==> config.mk <==
export PLATFORM = sky130hd
export DESIGN_NAME = dual_issue_decode_queue
export DESIGN_NICKNAME = d
export VERILOG_FILES = /design/src/rtl/dual_issue_decode_queue.sv
export SDC_FILE = /design/constraint.sdc
export NUM_CORES = 1
export LEC_CHECK = 0
export CORE_ASPECT_RATIO = 0.7
export CORE_MARGIN = 5
export CORE_UTILIZATION = 60
export DETAILED_ROUTE_END_ITERATION = 10
export PLACE_DENSITY = 0.82
export SYNTH_ARGS = -nofsm -noshare
export SYNTH_HDL_FRONTEND = slang
export SYNTH_SLANG_ARGS = --single-unit
==> constraint.sdc <==
create_clock -name clk -period 17.5 [get_ports clk]
set_input_delay 1.75 -clock clk [delete_from_list [all_inputs] [get_ports clk]]
set_output_delay 1.75 -clock clk [all_outputs]
set_load 0.03 [all_outputs]
==> src/rtl/dual_issue_decode_queue.sv <==
// Fetch buffer with registered dual-issue MIPS32 decode; optional counters under DECODE_PERF_CNT_EN.
// Latency: a push at edge t reaches out_valid after edge t+1 (no bypass); flush clears everything in one edge.
// Backpressure: in_ready drops below two free entries; the output register holds while out_valid & !out_ready.
module dual_issue_decode_queue #(
    parameter int DEPTH  = 8,
    parameter int ISSUE  = 2,
    parameter int CTRL_W = 17
) (
    input  logic                      clk,
    input  logic                      resetn,
    input  logic                      flush,
    input  logic                      in_valid,
    input  logic [1:0]                in_cnt,
    input  logic [63:0]               in_instr,
    input  logic [63:0]               in_pc,
    output logic                      in_ready,
    output logic [ISSUE-1:0]          out_valid,
    input  logic                      out_ready,
    output logic [32*ISSUE-1:0]       out_instr,
    output logic [32*ISSUE-1:0]       out_pc,
    output logic [CTRL_W*ISSUE-1:0]   out_ctrl,
    output logic [$clog2(DEPTH):0]    q_count
`ifdef DECODE_PERF_CNT_EN
    ,
    output logic [31:0]               perf_single,
    output logic [31:0]               perf_dual
`endif
);

    localparam int AW = $clog2(DEPTH);
    localparam int CW = AW + 1;

    localparam int C_REGWRITE = 16;
    localparam int C_REGDST   = 15;
    localparam int C_ALUSRC   = 14;
    localparam int C_BRANCH   = 13;
    localparam int C_MEMTOREG = 12;
    localparam int C_JUMP     = 11;
    localparam int C_JAL      = 10;
    localparam int C_JR       = 9;
    localparam int C_BAL      = 8;
    localparam int C_MEMEN    = 7;
    localparam int C_HILO     = 6;
    localparam int C_BRK      = 5;
    localparam int C_SYSCALL  = 4;
    localparam int C_RESERVE  = 3;
    localparam int C_ERET     = 2;
    localparam int C_CP0WE    = 1;
    localparam int C_CP0SEL   = 0;

    function automatic logic [CTRL_W-1:0] decode(input logic [31:0] ins);
        logic [CTRL_W-1:0] c;
        c = '0;
        case (ins[31:26])
            6'h00: begin
                case (ins[5:0])
                    6'h08: c[C_JR] = 1'b1;
                    6'h09: begin c[C_REGWRITE] = 1'b1; c[C_REGDST] = 1'b1; c[C_JR] = 1'b1; end
                    6'h0C: c[C_SYSCALL] = 1'b1;
                    6'h0D: c[C_BRK] = 1'b1;
                    6'h10, 6'h12: begin
                        c[C_REGWRITE] = 1'b1; c[C_REGDST] = 1'b1; c[C_HILO] = 1'b1;
                    end
                    6'h11, 6'h13, 6'h18, 6'h19, 6'h1A, 6'h1B: c[C_HILO] = 1'b1;
                    default: begin c[C_REGWRITE] = 1'b1; c[C_REGDST] = 1'b1; end
                endcase
            end
            6'h01: begin
                case (ins[20:16])
                    5'h00, 5'h01: c[C_BRANCH] = 1'b1;
                    5'h10, 5'h11: begin
                        c[C_REGWRITE] = 1'b1; c[C_BRANCH] = 1'b1; c[C_BAL] = 1'b1;
                    end
                    default: c = '0;
                endcase
            end
            6'h02: c[C_JUMP] = 1'b1;
            6'h03: begin c[C_REGWRITE] = 1'b1; c[C_JUMP] = 1'b1; c[C_JAL] = 1'b1; end
            6'h04, 6'h05, 6'h06, 6'h07: c[C_BRANCH] = 1'b1;
            6'h08, 6'h09, 6'h0A, 6'h0B, 6'h0C, 6'h0D, 6'h0E, 6'h0F: begin
                c[C_REGWRITE] = 1'b1; c[C_ALUSRC] = 1'b1;
            end
            6'h10: begin
                if (ins == 32'h4200_0018)
                    c[C_ERET] = 1'b1;
                else if (ins[25:21] == 5'h00 && ins[10:3] == 8'h00) begin
                    c[C_REGWRITE] = 1'b1; c[C_CP0SEL] = 1'b1;
                end else if (ins[25:21] == 5'h04 && ins[10:3] == 8'h00)
                    c[C_CP0WE] = 1'b1;
                else
                    c[C_RESERVE] = 1'b1;
            end
            6'h20, 6'h21, 6'h23, 6'h24, 6'h25: begin
                c[C_REGWRITE] = 1'b1; c[C_ALUSRC] = 1'b1; c[C_MEMTOREG] = 1'b1; c[C_MEMEN] = 1'b1;
            end
            6'h28, 6'h29, 6'h2B: begin c[C_ALUSRC] = 1'b1; c[C_MEMEN] = 1'b1; end
            default: c[C_RESERVE] = 1'b1;
        endcase
        return c;
    endfunction

    logic [63:0]       mem_q [DEPTH];
    logic [AW-1:0]     rd_ptr_q, wr_ptr_q, rd_nxt, wr_nxt;
    logic [CW-1:0]     cnt_q;
    logic [1:0]        ov_q, ov_d;
    logic [63:0]       oi_q, oi_d, op_q, op_d;
    logic [2*CTRL_W-1:0] oc_q, oc_d;

    logic [63:0]       head0, head1;
    logic [CTRL_W-1:0] ctrl0, ctrl1;
    logic [4:0]        dest0;
    logic              blk0, blk1, rd_rt1, raw, pair, load;
    logic [1:0]        push_n, pop_n;

    assign rd_nxt = rd_ptr_q + AW'(1);
    assign wr_nxt = wr_ptr_q + AW'(1);
    assign head0  = mem_q[rd_ptr_q];
    assign head1  = mem_q[rd_nxt];
    assign ctrl0  = decode(head0[31:0]);
    assign ctrl1  = decode(head1[31:0]);

    assign in_ready = (cnt_q <= CW'(DEPTH - 2));
    assign push_n   = (in_valid && in_ready) ? ((in_cnt == 2'd2) ? 2'd2 : (in_cnt == 2'd1) ? 2'd1 : 2'd0)
                                             : 2'd0;

    // Slot1 may not follow anything that redirects or serialises, nor be a serialising instr itself.
    assign blk0 = ctrl0[C_BRANCH] | ctrl0[C_JUMP] | ctrl0[C_JAL] | ctrl0[C_JR] | ctrl0[C_BAL] |
                  ctrl0[C_HILO] | ctrl0[C_BRK] | ctrl0[C_SYSCALL] | ctrl0[C_RESERVE] |
                  ctrl0[C_ERET] | ctrl0[C_CP0WE] | ctrl0[C_CP0SEL];
    assign blk1 = ctrl1[C_BRK] | ctrl1[C_SYSCALL] | ctrl1[C_RESERVE] |
                  ctrl1[C_ERET] | ctrl1[C_CP0WE] | ctrl1[C_CP0SEL];

    assign dest0  = ctrl0[C_REGDST] ? head0[15:11] :
                    (ctrl0[C_JAL] | ctrl0[C_BAL]) ? 5'd31 : head0[20:16];
    assign rd_rt1 = ctrl1[C_REGDST] | (ctrl1[C_MEMEN] & ~ctrl1[C_MEMTOREG]) | ctrl1[C_CP0WE] |
                    (head1[31:26] == 6'h04) | (head1[31:26] == 6'h05);
    assign raw    = ctrl0[C_REGWRITE] && (dest0 != 5'd0) &&
                    ((dest0 == head1[25:21]) || (rd_rt1 && (dest0 == head1[20:16])));

    assign pair  = (ISSUE == 2) && (cnt_q >= CW'(2)) && !blk0 && !blk1 && !raw;
    assign load  = (!ov_q[0] || out_ready) && (cnt_q != '0);
    assign pop_n = load ? (pair ? 2'd2 : 2'd1) : 2'd0;

    always_comb begin
        ov_d = ov_q;
        oi_d = oi_q;
        op_d = op_q;
        oc_d = oc_q;
        if (load) begin
            ov_d = {pair, 1'b1};
            oi_d = {pair ? head1[31:0]  : 32'h0, head0[31:0]};
            op_d = {pair ? head1[63:32] : 32'h0, head0[63:32]};
            oc_d = {pair ? ctrl1 : {CTRL_W{1'b0}}, ctrl0};
        end else if (ov_q[0] && out_ready) begin
            ov_d = 2'b00;
        end
    end

    always_ff @(posedge clk or negedge resetn) begin
        if (!resetn) begin
            rd_ptr_q <= '0;
            wr_ptr_q <= '0;
            cnt_q    <= '0;
            ov_q     <= '0;
            oi_q     <= '0;
            op_q     <= '0;
            oc_q     <= '0;
        end else if (flush) begin
            rd_ptr_q <= '0;
            wr_ptr_q <= '0;
            cnt_q    <= '0;
            ov_q     <= '0;
        end else begin
            rd_ptr_q <= rd_ptr_q + AW'(pop_n);
            wr_ptr_q <= wr_ptr_q + AW'(push_n);
            cnt_q    <= cnt_q + CW'(push_n) - CW'(pop_n);
            ov_q     <= ov_d;
            oi_q     <= oi_d;
            op_q     <= op_d;
            oc_q     <= oc_d;
        end
    end

    // Storage carries no reset; occupancy alone defines what is live.
    always_ff @(posedge clk) begin
        if (!flush && push_n != 2'd0)
            mem_q[wr_ptr_q] <= {in_pc[31:0], in_instr[31:0]};
        if (!flush && push_n == 2'd2)
            mem_q[wr_nxt] <= {in_pc[63:32], in_instr[63:32]};
    end

    assign out_valid = ov_q[ISSUE-1:0];
    assign out_instr = oi_q[32*ISSUE-1:0];
    assign out_pc    = op_q[32*ISSUE-1:0];
    assign out_ctrl  = oc_q[CTRL_W*ISSUE-1:0];
    assign q_count   = cnt_q;

`ifdef DECODE_PERF_CNT_EN
    logic [31:0] perf_single_q, perf_dual_q;

    always_ff @(posedge clk or negedge resetn) begin
        if (!resetn) begin
            perf_single_q <= '0;
            perf_dual_q   <= '0;
        end else if (ov_q[0] && out_ready) begin
            if (!ov_q[1]) begin
                if (perf_single_q != 32'hFFFF_FFFF) perf_single_q <= perf_single_q + 32'd1;
            end else begin
                if (perf_dual_q != 32'hFFFF_FFFF) perf_dual_q <= perf_dual_q + 32'd1;
            end
        end
    end

    assign perf_single = perf_single_q;
    assign perf_dual   = perf_dual_q;
`endif

endmodule

# After elaboration in Yosys (flattened, before gate mapping)
# Memory sizes are Yosys's and may differ from the RTL's.
# Cells that the tools add are included.
[op_classes]
n_eq_ne = 87
add_sub_neg = 6
n_lt_le_gt_ge = 2
reduce_logical = 59
muxes = 78
bitwise_logic = 24
[ops]
columns = ["operator", "n"]
rows = [
  ["6-bit by 4-bit equality test with 1-bit output, second input constant", 24],
  ["6-bit by 5-bit equality test with 1-bit output, second input constant", 18],
  ["6-bit equality test, second input constant", 16],
  ["32-bit by 31-bit equality test with 1-bit output, second input constant", 2],
  ["32-bit 2-to-1 mux", 2],
  ["1-bit 2-to-1 mux", 49],
  ["6-bit by 3-bit equality test with 1-bit output, second input constant", 8],
  ["24-bit OR reduction", 2],
  ["16-bit OR reduction", 2],
  ["8-bit OR reduction", 4],
  ["14-bit OR reduction", 2],
  ["6-bit by 2-bit equality test with 1-bit output, second input constant", 4],
  ["2-bit 2-to-1 mux", 11],
  ["1-bit bitwise OR", 21],
  ["5-bit equality test, second input constant", 4],
  ["5-bit zero test", 4],
  ["3-bit 2-to-1 mux", 6],
  ["9-bit OR reduction", 2],
  ["17-bit 2-to-1 mux", 1],
  ["8-bit zero test", 2],
  ["4-bit OR reduction", 4],
  ["1-bit logical AND", 15],
  ["6-bit by 1-bit equality test with 1-bit output, second input constant", 2],
  ["6-bit zero test", 2],
  ["other kinds (26)", 49],
]
[word_totals]
ff_bits = 174
elab_cells = 264
ram_bits = 512
out_inout_bits = 169
mem_count = 1
[mem_list]
columns = ["memory", "words", "word_bits", "read_ports", "rd_clocked_by_memory_dff", "write_ports", "line_no", "rtl"]
rows = [
  ["mem_q", 8, 64, 2, 0, 2, "102", "logic [63:0] mem_q [DEPTH];"],
]

# Logic depth before layout (Yosys ltp)
# Gate-level depths: netlist of the first run.
# An unclocked memory read counts as a cell.
[depth]
depth_word = 24
ltp_mapped = 26

# Worst setup path before layout of the first run
# No wires, ideal clock.
[synth_path]
path_kind = "in2reg"
startpoint = "in in_cnt[0]"
endpoint = "mem mem_q[4][0], enable pin"
setup_ns = 0.581
path_slack_ns = 9.754
arrival_ns = 7.165
cell_stages = 4
path_buffers = 0
cell_sequence = "nand4b_1 -> a21oi_1 -> nand2_1 -> o31ai_1"
[synth_rtl]
columns = ["element", "line_no", "rtl"]
rows = [
  ["start, declared", "13", "input logic [1:0] in_cnt,"],
  ["end, declared", "102", ""],
]

# Worst setup path after layout of the first run
[layout_path]
startpoint = "reg rd_ptr_q[0]"
endpoint = "reg cnt_q[3] (netlist: q_count[3])"
[layout_via]
elab_chain_cells = 24
word_cells_on_any_way = 187
classes_between = "add/sub: 2; eq/ne: 78; mux: 48; bitwise: 23; reduce/logical: 35; memory: 1"
[layout_lines]
columns = ["element", "line_no", "rtl"]
rows = [
  ["start, declared", "103", "logic [AW-1:0] rd_ptr_q, wr_ptr_q, rd_nxt, wr_nxt;"],
  ["start signal, assigned", "174", "rd_ptr_q <= rd_ptr_q + AW'(pop_n);"],
  ["memory 8 x 64 bit (*)", "n/a", ""],
  ["5-bit equality test, or another cell as far along", "69", "case (ins[20:16])"],
  ["4-bit OR reduction (no source line)", "n/a", ""],
  ["1-bit 2-to-1 mux", "69", ""],
  ["1-bit one-hot mux with 2 select lines", "54", "case (ins[31:26])"],
  ["1-bit bitwise OR (5 in series)", "127", "assign blk0 = ctrl0[C_BRANCH] | ctrl0[C_JUMP] | ctrl0[C_JAL] | ctrl0[C_JR] | ctrl0[C_BAL] |"],
  ["1-bit bitwise OR (4 in series)", "128", "ctrl0[C_HILO] | ctrl0[C_BRK] | ctrl0[C_SYSCALL] | ctrl0[C_RESERVE] |"],
  ["1-bit bitwise OR (2 in series)", "129", "ctrl0[C_ERET] | ctrl0[C_CP0WE] | ctrl0[C_CP0SEL];"],
  ["1-bit zero test", "140", "assign pair = (ISSUE == 2) && (cnt_q >= CW'(2)) && !blk0 && !blk1 && !raw;"],
  ["1-bit logical AND (2 in series)", "140", ""],
  ["1-bit logical AND (*)", "140", ""],
  ["2-bit 2-to-1 mux (*) (2 in series)", "142", "assign pop_n = load ? (pair ? 2'd2 : 2'd1) : 2'd0;"],
  ["4-bit by 2-bit subtractor with 4-bit output (*)", "176", "cnt_q <= cnt_q + CW'(push_n) - CW'(pop_n);"],
  ["4-bit 2-to-1 mux (*)", "168", "end else if (flush) begin"],
  ["end signal, assigned", "176", ""],
  ["end, declared", "104", "logic [CW-1:0] cnt_q;"],
]
# Mark *: on every way between the ends. The rest lies on a longest branch, timed or not.
# A chain may end at the register's enable or synchronous reset.

==> impl_metrics.ini, run 1 <==
[setup_path]
critPathMaxStageDelay_ns = 0.86
path_class = register to register
crit_arrival_ns = 8.22
cp-end-kind = register
path_cells = buf_4 > buf_4 > mux4_2 > mux2i_1 > a211oi_1 > a311oi_4 > mux2i_1 > xor2_1 > nor4_1 > a22oi_1 > o21bai_4 > nor2_1 > fa_1 > inv_1 > ha_1 > a21o_1 > a21oi_1 > xnor2_1 > nor2_1
slowest_stage = dfrtp_4
critPathLaunchType = register
crit_family = compound AO/OA/AOI/OAI gates
path_buf_inv = 3
cp_max_fo = 54
worstPathRequired_ns = 17.97

[die]
core_area_um2 = 60250
io_pins = 304
initial_core_util_pct = 60.86
dieArea_um2 = 66240
die_w_um = 305.5
rows = 75
die_h_um = 216.8

[run]
cap_violations = 0

[clocking]
worstSkewPairLatency_ns = 0.62
cts_tree = built
numCtsBuffers = 70
postCtsSetupBuffers = 0
clock_path_buffers = 3
holdBufCountCts = 0
htree_num_levels = 3
post_cts_resized = 0
cts_root_buf = clkbuf_16
clkTransAtPathRegs_ns = 0.06
clkSinkCount = 686

[power]
seqPwrFrac_pct = 35.1
p_int_mw = 3.837
power_frac_clock_pct = 25.6
ir_drop_mv = 0.1093
cellLeakagePower_nw = 14.26
comb_power_share_pct = 39.3
p_total_mw = 5.976
p_per_area_nw_per_um2 = 139.9
p_switching_mw = 2.139
swShare_pct = 35.79

[route]
remaining_drc_errors = 0
wl_per_cell_um = 30.40
vias = 23957
totalWireLength_mm = 105.1
dr.pass1.iters = 8
drtIter0Drc = 3206
vias_per_cell = 6.930
ant_nets = 0

[global_routing]
grt_pass1_vias = 24211
antenna_found_initial = 23
grt_pass1_wl_mm = 156.4
grt_max_degree = 94
track_usage_pct = 31.31
overflow = 0

[timing]
clock_skew_ns = 0.01912
setup_violations = 0
fmax_mhz = 129.1
report.final.slew_viol_count = 0
maxSlewHeadroom_pct = 13.88
rsz0062_at_grt = no
worst_pin_slew_ns = 1.292
post-route-min-period_ns = 7.747
finalSetupTns_ns = 0
post-route-period-util_pct = 44.27
hold_violations = 0

[synthesis]
synthesis.area_um2 = 36670
synth_warnings = 0
synthTopCellsByCount = mux2_2 (522), edfxtp_1 (512), mux4_2 (254), nand2_1 (191), dfrtp_1 (174)
yosys.area.top_type = edfxtp_1
synth_top_area_share_pct = 41.93
syn_area_per_cell_um2 = 15.61
synth_top_flop_cell = edfxtp_1
syn_inst = 2349
syn-num-nets = 2499
synth_most_common_cell = mux2_2
ys_top_cells_by_area = edfxtp_1 (42%), mux2_2 (16%), mux4_2 (16%)
ys_seq_elements = 686
synth_cell_type_count = 52
synth_edf_count = 512
yosysSeqAreaShare_pct = 53.80
async_flop_share_pct = 25.36

[placed_design]
dp_cells = 3319
place_congestion = 0.9282
io_buffers = 303
place_hpwl_mm = 64.30

[min_path]
hold_class = register to register

[outcome]
status = finished clean

[final_layout]
final_nets = 2733
nFillCells = 3884
final_cells = 3457
drive_gt1_share_pct = 35.66
area_delta_synth_final_pct = 16.51
final cells by class:
| type | count | area, um2 | area share [%] |
|---|---|---|---|
| multi-input cells | 1465 | 16270 | 38.08 |
| well taps | 808 | 1011 | 2.366 |
| clock buffers | 102 | 2007 | 4.698 |
| inverters | 22 | 82.58 | 0.1933 |
| diodes | 13 | 32.53 | 0.07615 |
| repair buffers | 338 | 3299 | 7.723 |
| flip-flops and latches | 686 | 19740 | 46.21 |
| clock inverters | 23 | 282.8 | 0.6619 |
worst paths after layout:
path / start / to / slack, ns / cells after the start
min in group asynchronous: resetn / q_count[1] / 1.12 / 1
min: out_instr[26] / out_instr[26] / 0.48 / 2
max: rd_ptr_q[0] / q_count[3] / 9.75 / 19
min reg2reg: out_instr[26] / out_instr[26] / 0.48 / 2
max in group asynchronous: resetn / out_instr[22] / 14.20 / 3
max reg2reg: rd_ptr_q[0] / q_count[3] / 9.75 / 19
per-stage QoR:
step / hold slack (ns) / cell area [um2] / setup slack, ns / utilization (%)
3_5_place_dp: 0.4707 / 40400 / 9.803 / 67.06
3_3_place_gp: 0.4609 / 40400 / 9.979 / 67.06
5_1_grt: 0.4970 / 42710 / 9.186 / 70.90
2_1_floorplan: 0.6152 / 36670 / 9.754 / -
6_report: 0.4774 / 42720 / 9.753 / 70.91
4_1_cts: 0.4833 / 42690 / 9.769 / 70.86
power groups by stage:
| stage | combinational, mW | sequential, mW | clock [mW] |
|---|---|---|---|
| after floorplan | 1.34 | 2.33 | 0 |
| after global placement | 2.28 | 2.12 | 0 |
| after detailed placement | 2.33 | 2.13 | 0 |
| after CTS | 2.34 | 2.10 | 1.53 |
| after global routing | 2.49 | 2.12 | 1.61 |
| final | 2.35 | 2.10 | 1.53 |
registers in the layout, indices dropped and copies added, names as in the netlist:
signal,flops
mem_q,512
out_ctrl,34
out_instr,64
out_pc,64
out_valid,2
q_count,4
rd_ptr_q,3
wr_ptr_q,3
cells in the final DEF, fill, tap and decap left out, types with 10 or more instances in the layout:
| master | instances |
|---|---|
| clkdlybuf4s50_1 | 302 |
| edfxtp_1 | 512 |
| xor2_1 | 10 |
| diode_2 | 13 |
| clkbuf_1 | 23 |
| nor2b_1 | 11 |
| ha_1 | 10 |
| nor2_1 | 30 |
| clkbuf_16 | 74 |
| mux2_2 | 522 |
| dfrtp_1 | 171 |
| inv_1 | 22 |
| and2_1 | 14 |
| mux4_2 | 254 |
| a21oi_1 | 14 |
| buf_4 | 35 |
| o31ai_1 | 66 |
| nand2_1 | 188 |
| o21ai_0 | 87 |
| nor3_1 | 11 |
| mux2i_1 | 137 |
logic make-up (layout without fill, tap and decap cells):
kind of cell	after synthesis	after routing	synth area share [%]
AND/OR/NAND/NOR	316	316	3.907
multiplexers	914	914	35.43
other	0	13	0
AO/OA/AOI/OAI	203	203	3.580
buffers and inverters	198	485	2.276
XOR/XNOR	17	17	0.4061
flip-flops	686	686	53.80
adder cells (fa/ha/maj)	15	15	0.5937
per-layer routing:
layer | track usage (%) | vias to the layer above | part of all wire, %
met3 | 9.621 | 231 | 12
met1 | 43.55 | 12294 | 38
met4 | 9.514 | 22 | 2.8
met5 | 0 | - | 0.15
li1 | - | 9845 | -
met2 | 48.49 | 1565 | 46
worst register-to-register path, delay by kind of cell, from the launching register on:
family / cells / cell delay (ns)
compound gates: 6 / 1.91
buf+inv: 3 / 1.62
mux: 3 / 1.53
flops: 1 / 0.86
fa+ha+maj: 2 / 0.82
simple gates: 3 / 0.55
xor+xnor: 2 / 0.29
No activity file was read; power rests on OpenSTA's default activity.
==> inputs of run 2 (changes only) <==
Settings changed: CORE_UTILIZATION 60 to 53, PLACE_DENSITY 0.82 to 0.77.
Clock period 17.5 ns to 7.1 ns, I/O delays scaled along.
==> run 2 against run 1 <==
  * Maximum frequency grew 32%
  * Total power grew 140%
  * Core utilization shrank 8.1 points
==> impl_metrics.ini, run 2 (synthesized netlist as in run 1, its figures left out) <==
[outcome]
status = finished clean

[power]
ir_drop_mv = 0.2037
swShare_pct = 35.95
power_frac_clock_pct = 24.9
p_per_area_nw_per_um2 = 340.5
cellLeakagePower_nw = 14.33
p_total_mw = 14.62
seqPwrFrac_pct = 35.0
p_switching_mw = 5.257
p_int_mw = 9.365
comb_power_share_pct = 40.1

[timing]
worst_pin_slew_ns = 1.071
fmax_mhz = 169.9
rsz0062_at_grt = no
report.final.slew_viol_count = 0
hold_slack_ns = 0.1062
setup_violations = 0
finalSetupTns_ns = 0
setup_slack_ns = 1.214
post-route-period-util_pct = 82.91
maxSlewHeadroom_pct = 26.56
clock_skew_ns = 0.02717
hold_violations = 0
post-route-min-period_ns = 5.886

[clocking]
numCtsBuffers = 69
postCtsSetupBuffers = 0
clkSinkCount = 686
post_cts_resized = 0
cts_tree = built
clkTransAtPathRegs_ns = 0.07
clock_path_buffers = 3
cts_root_buf = clkbuf_16
holdBufCountCts = 0
worstSkewPairLatency_ns = 0.62
htree_num_levels = 3

[placed_design]
place_congestion = 0.9444
dp_cells = 3427
io_buffers = 303
dpl_cell_area_um2 = 40700
place_hpwl_mm = 66.38
dp_slack_ns = 1.246

[route]
totalWireLength_mm = 107.2
remaining_drc_errors = 0
wl_per_cell_um = 30.07
ant_nets = 0
vias_per_cell = 6.615
vias = 23594
drtIter0Drc = 2970
dr.pass1.iters = 7

[global_routing]
grt_pass1_wl_mm = 160.8
grt_pass1_vias = 24380
overflow = 0
grt_max_degree = 118
antenna_found_initial = 23
track_usage_pct = 28.48

[setup_path]
cp-end-kind = register
cp_max_fo = 35
path_class = register to register
worstPathRequired_ns = 7.56
critPathLaunchType = register
crit_arrival_ns = 6.35

[die]
die_w_um = 324.4
die_h_um = 230.1
dieArea_um2 = 74630
io_pins = 304
core_area_um2 = 68370
initial_core_util_pct = 53.63
rows = 80

[final_layout]
final_common_cell = mux2_2
drive_gt1_share_pct = 36.11
nFillCells = 4880
fin_area_um2 = 42940
mostFrequentLayoutCells = mux2_2 (522), edfxtp_1 (512), clkdlybuf4s50_1 (302), mux4_2 (254), nand2_1 (188)
area_delta_synth_final_pct = 17.12
final_nets = 2746
final_cells = 3567
largest_register = mem_q
final_util_pct = 62.82
largest_reg_flops = 512

[min_path]
hold_class = input port to async pin

[run]
cap_violations = 0
==> run 2: cell types whose count changed in the layout (fill, tap and decap cells not counted), moves of 2 or more <==
cell,before,now
clkbuf_8,6,11
clkbuf_16,74,72
buf_12,0,6
inv_6,1,3
clkinvlp_4,3,1
bufinv_16,6,2
clkbuf_1,23,21
buf_4,35,43
clkinv_2,8,13
==> run 2: worst paths after layout <==
kind	start	endpoint	slack, ns	depth (start not counted)
min reg2reg	out_pc[39]	out_pc[39]	0.48	2
min	resetn	rd_ptr_q[0]	0.11	1
min in group clk	out_pc[39]	out_pc[39]	0.48	2
max in group asynchronous	resetn	out_instr[38]	5.64	2
max	rd_ptr_q[0]	q_count[3]	1.21	19
max reg2reg	rd_ptr_q[0]	q_count[3]	1.21	19
==> run 2: cell type report <==
type,count,area [um2],share of cell area (%)
tap,902,1129,2.628
antenna,12,30.03,0.06992
sequential,686,19740,45.97
timing repair buffer,352,3480,8.102
multi-input combinational,1465,16270,37.88
inverter,22,82.58,0.1923
clock buffer,103,2018,4.699
clock inverter,25,198.9,0.4632
==> run 2: layer usage <==
metal | global-route usage (%) | wire, um | vias up
met3 | 7.887 | 11520 | 230
li1 | - | - | 9884
met2 | 45.11 | 50650 | 1355
met5 | 0 | 138 | -
met4 | 8.378 | 2949 | 22
met1 | 39.11 | 41980 | 12103
==> run 2: critical path, cell delays in order, from the launching register on <==
cell	delay (ns)
dfrtp_4	0.69
ha_4	0.63
buf_12	0.35
mux4_2	0.55
or4_1	0.58
nor3_1	0.20
a31oi_1	0.15
nor3_1	0.37
nand2b_1	0.09
a31oi_1	0.19
a22oi_1	0.18
o21bai_4	0.23
nor2_1	0.08
fa_1	0.52
inv_1	0.07
ha_1	0.28
a21o_1	0.16
a21oi_1	0.18
xnor2_1	0.14
nor2_1	0.05
==> run 2: power groups by stage <==
stage	registers, mW	logic (mW)	clock network (mW)
6_report	5.12	5.86	3.63
5_1_grt	5.17	6.24	3.85
4_1_cts	5.13	5.86	3.68
3_5_place_dp	5.20	5.84	0
3_3_place_gp	5.19	5.75	0
2_1_floorplan	5.73	3.30	0
